--- config.mk ---
export PLATFORM = sky130hd
export DESIGN_NAME = spi_tx_master_flat
export DESIGN_NICKNAME = d
export VERILOG_FILES = /design/src/rtl/spi_tx_master_if.sv /design/src/rtl/spi_tx_master.sv /design/src/flat_wrapper.sv
export SDC_FILE = /design/constraint.sdc
export NUM_CORES = 1
export LEC_CHECK = 0
export ABC_AREA = 1
export ABC_CLOCK_PERIOD_IN_PS = 1850
export CAP_MARGIN = 20
export CELL_PAD_IN_SITES_DETAIL_PLACEMENT = 0
export CELL_PAD_IN_SITES_GLOBAL_PLACEMENT = 1
export CORE_ASPECT_RATIO = 0.75
export CORE_MARGIN = 2
export CORE_UTILIZATION = 46
export DETAILED_ROUTE_END_ITERATION = 7
export DONT_BUFFER_PORTS = 1
export GPL_TIMING_DRIVEN = 1
export PLACE_DENSITY = 0.88
export SYNTH_ARGS = -nofsm -noshare
export SYNTH_HDL_FRONTEND = slang
export SYNTH_SLANG_ARGS = --single-unit
--- constraint.sdc ---
create_clock -name CLK -period 1.85 [get_ports CLK]
set_input_delay 0.37 -clock CLK [delete_from_list [all_inputs] [get_ports CLK]]
set_output_delay 0.37 -clock CLK [all_outputs]
set_load 0.03 [all_outputs]
--- src/rtl/spi_tx_master_if.sv ---
// Word handshake between a data source and spi_tx_master.
// The source drives data, valid and last; the master answers with ready.
interface spi_tx_master_if #(
    parameter int DATA_W = 16
);
    logic [DATA_W-1:0] TX_DATA;
    logic              TX_VALID;
    logic              TX_LAST;
    logic              TX_READY;

    modport master (output TX_DATA, output TX_VALID, output TX_LAST, input TX_READY);
    modport slave  (input TX_DATA, input TX_VALID, input TX_LAST, output TX_READY);
endinterface

--- src/rtl/spi_tx_master.sv ---
// Parametrised SPI transmit master: serialises handshaked words on SCLK/MOSI under an
// active-low CS, with configurable mode, bit order, SCLK rate and CS setup/hold/gap.
module spi_tx_master #(
    parameter int DATA_W    = 16,
    parameter int DIV       = 1,
    parameter bit CPOL      = 1'b0,
    parameter bit CPHA      = 1'b0,
    parameter bit MSB_FIRST = 1'b1,
    parameter int CS_SETUP  = 2,
    parameter int CS_HOLD   = 2,
    parameter int CS_GAP    = 4
) (
    input  logic           CLK,
    input  logic           RST,
    spi_tx_master_if.slave tx,
    output logic           SCLK,
    output logic           CS,
    output logic           MOSI,
    output logic           BUSY
);

    localparam int M1    = (2 * DIV > CS_SETUP) ? 2 * DIV : CS_SETUP;
    localparam int M2    = (M1 > CS_HOLD) ? M1 : CS_HOLD;
    localparam int MAXC  = (M2 > CS_GAP) ? M2 : CS_GAP;
    localparam int CNT_W = $clog2(MAXC + 1);
    localparam int BIT_W = $clog2(DATA_W);

    localparam logic [CNT_W-1:0] HALF       = CNT_W'(DIV);
    localparam logic [CNT_W-1:0] PER_LAST   = CNT_W'(2 * DIV - 1);
    localparam logic [CNT_W-1:0] SETUP_LAST = CNT_W'(CS_SETUP - 1);
    localparam logic [CNT_W-1:0] HOLD_LAST  = CNT_W'(CS_HOLD - 1);
    localparam logic [CNT_W-1:0] GAP_LAST   = CNT_W'(CS_GAP - 1);
    localparam logic [BIT_W-1:0] BIT_LAST   = BIT_W'(DATA_W - 1);

    typedef enum logic [2:0] {IDLE, SETUP, SHIFT, WAIT, HOLD, GAP} state_t;

    state_t            state_q, state_n;
    logic [CNT_W-1:0]  cnt_q, cnt_n;
    logic [BIT_W-1:0]  bit_q, bit_n;
    logic [DATA_W-1:0] shreg_q, shreg_n;
    logic              last_q, last_n;
    logic              sclk_q, sclk_n;
    logic              cs_q, cs_n;
    logic              mosi_q, mosi_n;
    logic              ready_q, ready_n;
    logic              busy_q, busy_n;
    logic              xfer;
    logic              out_bit;

    // Every output is registered: it is the value the next state implies.
    always_ff @(posedge CLK or posedge RST) begin
        if (RST) begin
            state_q <= IDLE;
            cnt_q   <= '0;
            bit_q   <= '0;
            shreg_q <= '0;
            last_q  <= 1'b0;
            sclk_q  <= CPOL;
            cs_q    <= 1'b1;
            mosi_q  <= 1'b0;
            ready_q <= 1'b0;
            busy_q  <= 1'b0;
        end else begin
            state_q <= state_n;
            cnt_q   <= cnt_n;
            bit_q   <= bit_n;
            shreg_q <= shreg_n;
            last_q  <= last_n;
            sclk_q  <= sclk_n;
            cs_q    <= cs_n;
            mosi_q  <= mosi_n;
            ready_q <= ready_n;
            busy_q  <= busy_n;
        end
    end

    always_comb begin
        state_n = state_q;
        cnt_n   = cnt_q;
        bit_n   = bit_q;
        shreg_n = shreg_q;
        last_n  = last_q;
        xfer    = tx.TX_VALID && ready_q;

        unique case (state_q)
            IDLE, WAIT: begin
                if (xfer) begin
                    shreg_n = tx.TX_DATA;
                    last_n  = tx.TX_LAST;
                    cnt_n   = '0;
                    bit_n   = '0;
                    // Burst words skip CS setup because CS is already low.
                    if (state_q == IDLE && CS_SETUP > 0) state_n = SETUP;
                    else                                 state_n = SHIFT;
                end
            end
            SETUP: begin
                if (cnt_q == SETUP_LAST) begin
                    cnt_n   = '0;
                    state_n = SHIFT;
                end else begin
                    cnt_n = cnt_q + 1'b1;
                end
            end
            SHIFT: begin
                if (cnt_q == PER_LAST) begin
                    cnt_n = '0;
                    if (bit_q == BIT_LAST) begin
                        if (!last_q)      state_n = WAIT;
                        else if (CS_HOLD > 0) state_n = HOLD;
                        else if (CS_GAP > 0)  state_n = GAP;
                        else                  state_n = IDLE;
                    end else begin
                        bit_n   = bit_q + 1'b1;
                        shreg_n = MSB_FIRST ? (shreg_q << 1) : (shreg_q >> 1);
                    end
                end else begin
                    cnt_n = cnt_q + 1'b1;
                end
            end
            HOLD: begin
                if (cnt_q == HOLD_LAST) begin
                    cnt_n   = '0;
                    state_n = (CS_GAP > 0) ? GAP : IDLE;
                end else begin
                    cnt_n = cnt_q + 1'b1;
                end
            end
            GAP: begin
                if (cnt_q == GAP_LAST) begin
                    cnt_n   = '0;
                    state_n = IDLE;
                end else begin
                    cnt_n = cnt_q + 1'b1;
                end
            end
            default: state_n = IDLE;
        endcase

        cs_n    = !(state_n inside {SETUP, SHIFT, WAIT, HOLD});
        ready_n = state_n inside {IDLE, WAIT};
        busy_n  = (state_n != IDLE);

        // CPHA=0 toggles SCLK mid-period; CPHA=1 toggles it at the period start.
        sclk_n = CPOL;
        if (state_n == SHIFT) begin
            if (CPHA) sclk_n = (cnt_n < HALF) ? ~CPOL : CPOL;
            else      sclk_n = (cnt_n < HALF) ? CPOL : ~CPOL;
        end

        out_bit = MSB_FIRST ? shreg_n[DATA_W-1] : shreg_n[0];
        mosi_n  = mosi_q;
        if (state_n == SHIFT || (state_n == SETUP && !CPHA)) mosi_n = out_bit;
    end

    assign SCLK        = sclk_q;
    assign CS          = cs_q;
    assign MOSI        = mosi_q;
    assign BUSY        = busy_q;
    assign tx.TX_READY = ready_q;

endmodule
--- src/flat_wrapper.sv ---
// flat-port wrapper written by rule: the top's interface ports become plain ports
module spi_tx_master_flat 
#(
    parameter int DATA_W    = 16,
    parameter int DIV       = 1,
    parameter bit CPOL      = 1'b0,
    parameter bit CPHA      = 1'b0,
    parameter bit MSB_FIRST = 1'b1,
    parameter int CS_SETUP  = 2,
    parameter int CS_HOLD   = 2,
    parameter int CS_GAP    = 4
)
  (CLK, RST, SCLK, CS, MOSI, BUSY, tx_TX_DATA, tx_TX_VALID, tx_TX_LAST, tx_TX_READY);
  spi_tx_master_if #(.DATA_W(DATA_W)) tx_i ();
  input  logic CLK;
  input  logic RST;
  output logic SCLK;
  output logic CS;
  output logic MOSI;
  output logic BUSY;
  input wire logic [$bits(tx_i.TX_DATA)-1:0] tx_TX_DATA;
  input wire logic [$bits(tx_i.TX_VALID)-1:0] tx_TX_VALID;
  input wire logic [$bits(tx_i.TX_LAST)-1:0] tx_TX_LAST;
  output wire logic [$bits(tx_i.TX_READY)-1:0] tx_TX_READY;
  assign tx_i.TX_DATA = tx_TX_DATA;
  assign tx_i.TX_VALID = tx_TX_VALID;
  assign tx_i.TX_LAST = tx_TX_LAST;
  assign tx_TX_READY = tx_i.TX_READY;
  spi_tx_master #(.DATA_W(DATA_W), .DIV(DIV), .CPOL(CPOL), .CPHA(CPHA), .MSB_FIRST(MSB_FIRST), .CS_SETUP(CS_SETUP), .CS_HOLD(CS_HOLD), .CS_GAP(CS_GAP)) u_core (.CLK(CLK), .RST(RST), .tx(tx_i), .SCLK(SCLK), .CS(CS), .MOSI(MOSI), .BUSY(BUSY));
endmodule
==> impl_metrics.json, run 1 <==
{
  "status": "finished, final reports clean",
  "grt_usage_pct": 18.74,
  "clk_path_buf_depth": 2,
  "syn_inst": 203,
  "slowest_delay_ns": 0.39,
  "place_congestion": 0.8890,
  "initial_utilization_pct": 47.65,
  "grt_pass1_vias": 1291,
  "yosysMostFrequentCell": "nand2_1",
  "tightest_slew_ns": 0.4019,
  "htree_levels": 2,
  "synth_area_sq_um": 1722,
  "synthFlopType": "dfrtp_1",
  "power.leakage_nw": 1.015,
  "ys_ff_latch": 32,
  "rsz0062_at_grt": "false",
  "synthDominantCellAreaShare_pct": 45.06,
  "drt_iter0_drc": 110,
  "clock-sinks": 32,
  "hp-class": "in -> async",
  "cts_buffers": 5,
  "path_class": "reg -> reg",
  "fin_nets": 240,
  "yosys.area.top_type": "dfrtp_1",
  "max-cap-violations": 0,
  "wl_per_cell_um": 12.90,
  "dieArea_sq_um": 4253,
  "place_ws_ns": 0.1297,
  "p_int_mw": 1.929,
  "syn_nets": 228,
  "cts.clk_slew.worst_paths_ns": 0.07,
  "slew_violations": 0,
  "ys_seq_area_share_pct": 46.58,
  "grt_max_degree": 33,
  "grt_pass1_wl_mm": 5.954,
  "fp.dieH_um": 56.98,
  "setup_viol": 0,
  "die_w_um": 74.64,
  "row_count": 19,
  "clockRootBuffer": "clkbuf_8",
  "worstPathCellList": "ha_1 > nand3_1 > nand2_1 > nand2_4 > nand4_4 > buf_4 > nand2_1 > nand2_1",
  "clkLatencyLatePin_ns": 0.28,
  "io_pins": 25,
  "synth_warnings": 0,
  "cp_common_cell": "nand2_1",
  "hold_slack_ns": 0.05284,
  "synth-edff-count": 0,
  "crit_buf_inv": 1,
  "postSynthAreaPerCell_sq_um": 8.481,
  "power_frac_comb_pct": 46.5,
  "slew_headroom_pct": 73.20,
  "cp.arrival_ns": 1.86,
  "post-place-cells": 260,
  "regArea_sq_um": 802.0,
  "layout.cells.non_filler": 268,
  "p_switching_mw": 1.562,
  "cp_data_required_time_ns": 2.02,
  "multi_input_area_sq_um": 785.8,
  "irDropWorstVdd_v": 0.0007455,
  "yosysUniqueCellTypes": 29,
  "p_per_area_nw_per_um2": 1801,
  "cpMaxStageDelayCell": "dfrtp_1",
  "cts_tree": "built",
  "total_power_mw": 3.491,
  "vias": 1364,
  "max_freq_ghz": 0.5925,
  "ant_nets": 0,
  "diodes": 0,
  "grt.overflow.total": 0,
  "coreArea_sq_um": 3613,
  "setup_ws_ns": 0.1622,
  "synth_common_cells": "59 x nand2_1, 31 x dfrtp_1, 22 x inv_1",
  "cp_max_fo": 12,
  "first_pass_iters": 4,
  "synth_top_cells_by_area": "dfrtp_1 45%, nand2_1 13%, a32oi_1 6.6%",
  "cpLargestDelayFamily": "simple AND/OR/NAND/NOR gates",
  "antenna_found_initial": 0,
  "finalHoldViolations": 0,
  "critPathLaunchType": "flip-flop",
  "drive_above_1_share_pct": 18.98,
  "end_kind": "flip-flop",
  "dp_hpwl_mm": 2.616,
  "post_cts_buffers": 0,
  "areaGrowthSynthToFinish_pct": 12.57,
  "post-route-period-util_pct": 91.23,
  "vias_per_cell": 5.090,
  "drc": 0,
  "clock_skew_ns": 0.01154,
  "fillers": 356,
  "power_frac_clock_pct": 18.7,
  "async_reset_ff_share_pct": 100.0,
  "place.port_buffers": 0,
  "seq_power_share_pct": 34.8,
  "period_minus_slack_ns": 1.688,
  "totalWireLength_mm": 3.458,
  "fin_tns_setup_ns": 0,
  "swShare_pct": 44.75
}
==> per-stage QoR <==
stage | utilization [%] | instance area [sq um]
CTS | 53.50 | 1933
global route | 53.64 | 1938
floorplan | - | 1722
finish | 53.64 | 1938
detailed placement | 50.52 | 1826
global placement | 50.52 | 1826
==> layer usage <==
| layer | wire (um) | global-route usage (%) |
|---|---|---|
| met1 | 1748 | 28.88 |
| met2 | 1480 | 25.28 |
| met3 | 193 | 4.947 |
| met4 | 36 | 6.633 |
| met5 | 0 | 0 |
==> power by group through the flow <==
stage,Combinational (mW),Clock [mW],Sequential (mW)
after floorplan,1.23,0,1.20
after global placement,1.60,0,1.22
after detailed placement,1.62,0,1.23
after CTS,1.62,0.665,1.22
after global routing,1.88,0.696,1.25
final,1.62,0.652,1.21
==> state kept, by name, summed over array words and instances, names as in the netlist <==
name,count
u_core.BUSY,1
u_core.CS,1
u_core.MOSI,1
u_core.SCLK,1
u_core.bit_q,4
u_core.cnt_q,3
u_core.last_q,1
u_core.shreg_q,16
u_core.state_q,3
u_core.tx.TX_READY,1
==> final timing paths <==
kind,to,slack [ns],depth (start not counted),from
worst max-delay path,u_core.shreg_q[5],0.16,8,u_core.bit_q[0]
worst max register to register,u_core.shreg_q[5],0.16,8,u_core.bit_q[0]
worst min register to register,u_core.shreg_q[9],0.48,2,u_core.shreg_q[9]
worst min-delay path,u_core.shreg_q[5],0.05,2,RST
max in group asynchronous,u_core.CS,1.46,2,RST
min in group CLK,u_core.shreg_q[2],0.20,2,tx_TX_DATA[2]
==> cell usage in the layout, fill, tap and decap left out <==
| cell type | count |
|---|---|
| a21boi_2 | 1 |
| a21oi_2 | 1 |
| a32oi_1 | 13 |
| buf_4 | 9 |
| bufinv_16 | 1 |
| clkbuf_1 | 1 |
| clkbuf_8 | 5 |
| clkinv_2 | 1 |
| dfrtp_1 | 31 |
| dfstp_2 | 1 |
| ha_1 | 5 |
| inv_1 | 22 |
| inv_2 | 4 |
| inv_4 | 2 |
| nand2_1 | 59 |
| nand2_2 | 5 |
| nand2_4 | 1 |
| nand3_1 | 19 |
| nand3_2 | 4 |
| nand3_4 | 1 |
| nand4_1 | 3 |
| nand4_4 | 1 |
| nor2_1 | 12 |
| nor2_2 | 4 |
| nor3_1 | 1 |
| o211ai_1 | 1 |
| o21ai_0 | 3 |
| o21ai_1 | 2 |
| o311ai_0 | 1 |
| o31ai_1 | 1 |
| xnor2_1 | 1 |
==> what timing repair did <==
item / CTS / global route
hold buffers: 0 / 0
gates resized for setup: 0 / 1
setup endpoints to repair: 0 / 3
==> worst register-to-register path, cell delays in order, from the launching register on <==
cell and delay, ns:
dfrtp_1 0.39, ha_1 0.24, nand3_1 0.15, nand2_1 0.14, nand2_4 0.10, nand4_4 0.19, buf_4 0.24, nand2_1 0.06
nand2_1 0.06
==> logic make-up (layout without fill, tap and decap cells) <==
kind of cell | count (synthesis) | in the layout | synth area share, %
flops | 32 | 32 | 46.58
compound gates | 23 | 23 | 10.61
fa+ha+maj | 5 | 5 | 3.634
buf+inv | 32 | 45 | 8.067
simple gates | 110 | 110 | 30.60
xor+xnor | 1 | 1 | 0.5088
==> cell type report <==
type / count / share of cell area (%)
sequential: 32 / 41.38
clock inverter: 2 / 1.808
inverter: 28 / 5.681
clock buffer: 6 / 3.744
multi-input combinational: 139 / 40.54
tap: 52 / 3.357
timing repair buffer: 9 / 3.486
(Power assumes the default switching activity.)
==> run 2: changes to the inputs <==
- MAX_ROUTING_LAYER: not set -> met4
- TNS_END_PERCENT: not set -> 10
==> run 2 against run 1 <==
Against the previous run: setup slack about the same; final area unchanged; register-to-register slack is essentially flat; total power grew 0.20%; fmax barely moved; highest routed layer unchanged.
==> impl_metrics.json, run 2 (same netlist as run 1, synthesis figures left out) <==
{
  "grt_max_degree": 33,
  "seq_power_share_pct": 34.7,
  "p_per_area_nw_per_um2": 1805,
  "reg.largest.list": "u_core.shreg_q (16), u_core.bit_q (4)",
  "p_int_mw": 1.928,
  "fin_tns_setup_ns": 0,
  "clockRootBuffer": "clkbuf_8",
  "post_cts_buffers": 0,
  "dieArea_sq_um": 4253,
  "regMostFlops": "u_core.shreg_q",
  "max-cap-violations": 0,
  "place.port_buffers": 0,
  "fp.dieH_um": 56.98,
  "path_class": "reg -> reg",
  "clkLatencyLatePin_ns": 0.28,
  "max_freq_ghz": 0.5925,
  "wl_per_cell_um": 12.95,
  "layout.cells.non_filler": 268,
  "multi_input_area_sq_um": 785.8,
  "grt_pass1_wl_mm": 5.961,
  "clk_path_buf_depth": 2,
  "row_count": 19,
  "grt.overflow.total": 0,
  "cts.clk_slew.worst_paths_ns": 0.07,
  "cp_max_fo": 12,
  "cp_data_required_time_ns": 2.02,
  "totalWireLength_mm": 3.470,
  "drc": 0,
  "slew_headroom_pct": 72.66,
  "antenna_found_initial": 0,
  "irDropWorstVdd_v": 0.0007516,
  "cts_buffers": 5,
  "power_frac_comb_pct": 46.6,
  "layout_commonest_cell": "nand2_1",
  "end_kind": "flip-flop",
  "post-place-cells": 260,
  "htree_levels": 2,
  "hold_slack_ns": 0.05577,
  "diodes": 0,
  "cts_tree": "built",
  "place_congestion": 0.9040,
  "cp.arrival_ns": 1.86,
  "hp-class": "in -> async",
  "coreArea_sq_um": 3613,
  "clock_skew_ns": 0.01161,
  "fin_nets": 240,
  "total_power_mw": 3.498,
  "first_pass_iters": 4,
  "drive_above_1_share_pct": 18.98,
  "dp_hpwl_mm": 2.616,
  "holdBufCountCts": 0,
  "critPathLaunchType": "flip-flop",
  "swShare_pct": 44.87,
  "vias": 1347,
  "power_frac_clock_pct": 18.7,
  "post-route-period-util_pct": 91.24,
  "utilization_pct": 53.64,
  "tightest_slew_ns": 0.4101,
  "die_w_um": 74.64,
  "ant_nets": 0,
  "grt_pass1_vias": 1282,
  "rsz0062_at_grt": "false",
  "period_minus_slack_ns": 1.688,
  "finalHoldViolations": 0,
  "io_pins": 25,
  "clock-sinks": 32,
  "p_switching_mw": 1.569,
  "status": "finished, final reports clean",
  "initial_utilization_pct": 47.65,
  "regArea_sq_um": 802.0,
  "final_cell_mix": "59 x nand2_1, 31 x dfrtp_1, 22 x inv_1",
  "drt_iter0_drc": 126,
  "setup_viol": 0,
  "vias_per_cell": 5.026,
  "fillers": 356,
  "power.leakage_nw": 1.015,
  "areaGrowthSynthToFinish_pct": 12.57,
  "grt_usage_pct": 19.35,
  "largest_register_ffs": 16,
  "slew_violations": 0
}
==> run 2: cell counts in the layout (fill, tap and decap cells not counted) <==
Identical to the previous run, type by type.
==> run 2: final timing paths <==
kind                       slack [ns]  depth (start not counted)              start           endpoint
min reg2reg                      0.48                          2  u_core.shreg_q[9]  u_core.shreg_q[9]
max                              0.16                          8    u_core.bit_q[0]  u_core.shreg_q[5]
min in group CLK                 0.20                          2      tx_TX_DATA[2]  u_core.shreg_q[2]
max in group asynchronous        1.46                          2                RST          u_core.CS
max reg2reg                      0.16                          8    u_core.bit_q[0]  u_core.shreg_q[5]
min                              0.06                          2                RST  u_core.shreg_q[5]
==> run 2: worst max-delay path, cell delays in order (launching register included) <==
cell and delay (ns):
dfrtp_1 0.39, ha_1 0.24, nand3_1 0.15, nand2_1 0.14
nand2_4 0.10, nand4_4 0.19, buf_4 0.24, nand2_1 0.06
nand2_1 0.06
==> run 2: per-layer routing <==
metal | track usage [%] | wire length [um] | vias to the layer above
met2 | 25.16 | 1422 | 31
met1 | 29.11 | 1798 | 617
met3 | 4.947 | 216 | 5
met4 | 6.633 | 33 | 0
met5 | - | 0 | -
li1 | - | - | 694
==> run 2: timing repair <==
item	4_1_cts	5_1_grt
endpoints found under the setup margin	0	3
hold endpoints to repair	0	0
gates resized for setup	0	1
==> run 2: per-stage QoR <==
| step | worst slack (ns) | cell area [sq um] |
|---|---|---|
| final | 0.1622 | 1938 |
| after global routing | 0.003243 | 1938 |
| after CTS | 0.1212 | 1933 |
| after detailed placement | 0.1297 | 1826 |
| after global placement | 0.1627 | 1826 |
| after floorplan | 0.3090 | 1722 |
==> run 2: layout make-up <==
cell class / count / share of cell area [%]
tap: 52 / 3.357
multi-input combinational: 139 / 40.54
inverter: 28 / 5.681
clock inverter: 2 / 1.808
timing repair buffer: 9 / 3.486
sequential: 32 / 41.38
clock buffer: 6 / 3.744
==> run 2: power groups by stage <==
| stage | registers [mW] | logic (mW) | clock network [mW] |
|---|---|---|---|
| 5_1_grt | 1.25 | 1.88 | 0.698 |
| 3_3_place_gp | 1.22 | 1.60 | 0 |
| 6_report | 1.21 | 1.63 | 0.654 |
| 4_1_cts | 1.22 | 1.62 | 0.665 |
| 2_1_floorplan | 1.20 | 1.23 | 0 |
| 3_5_place_dp | 1.23 | 1.62 | 0 |
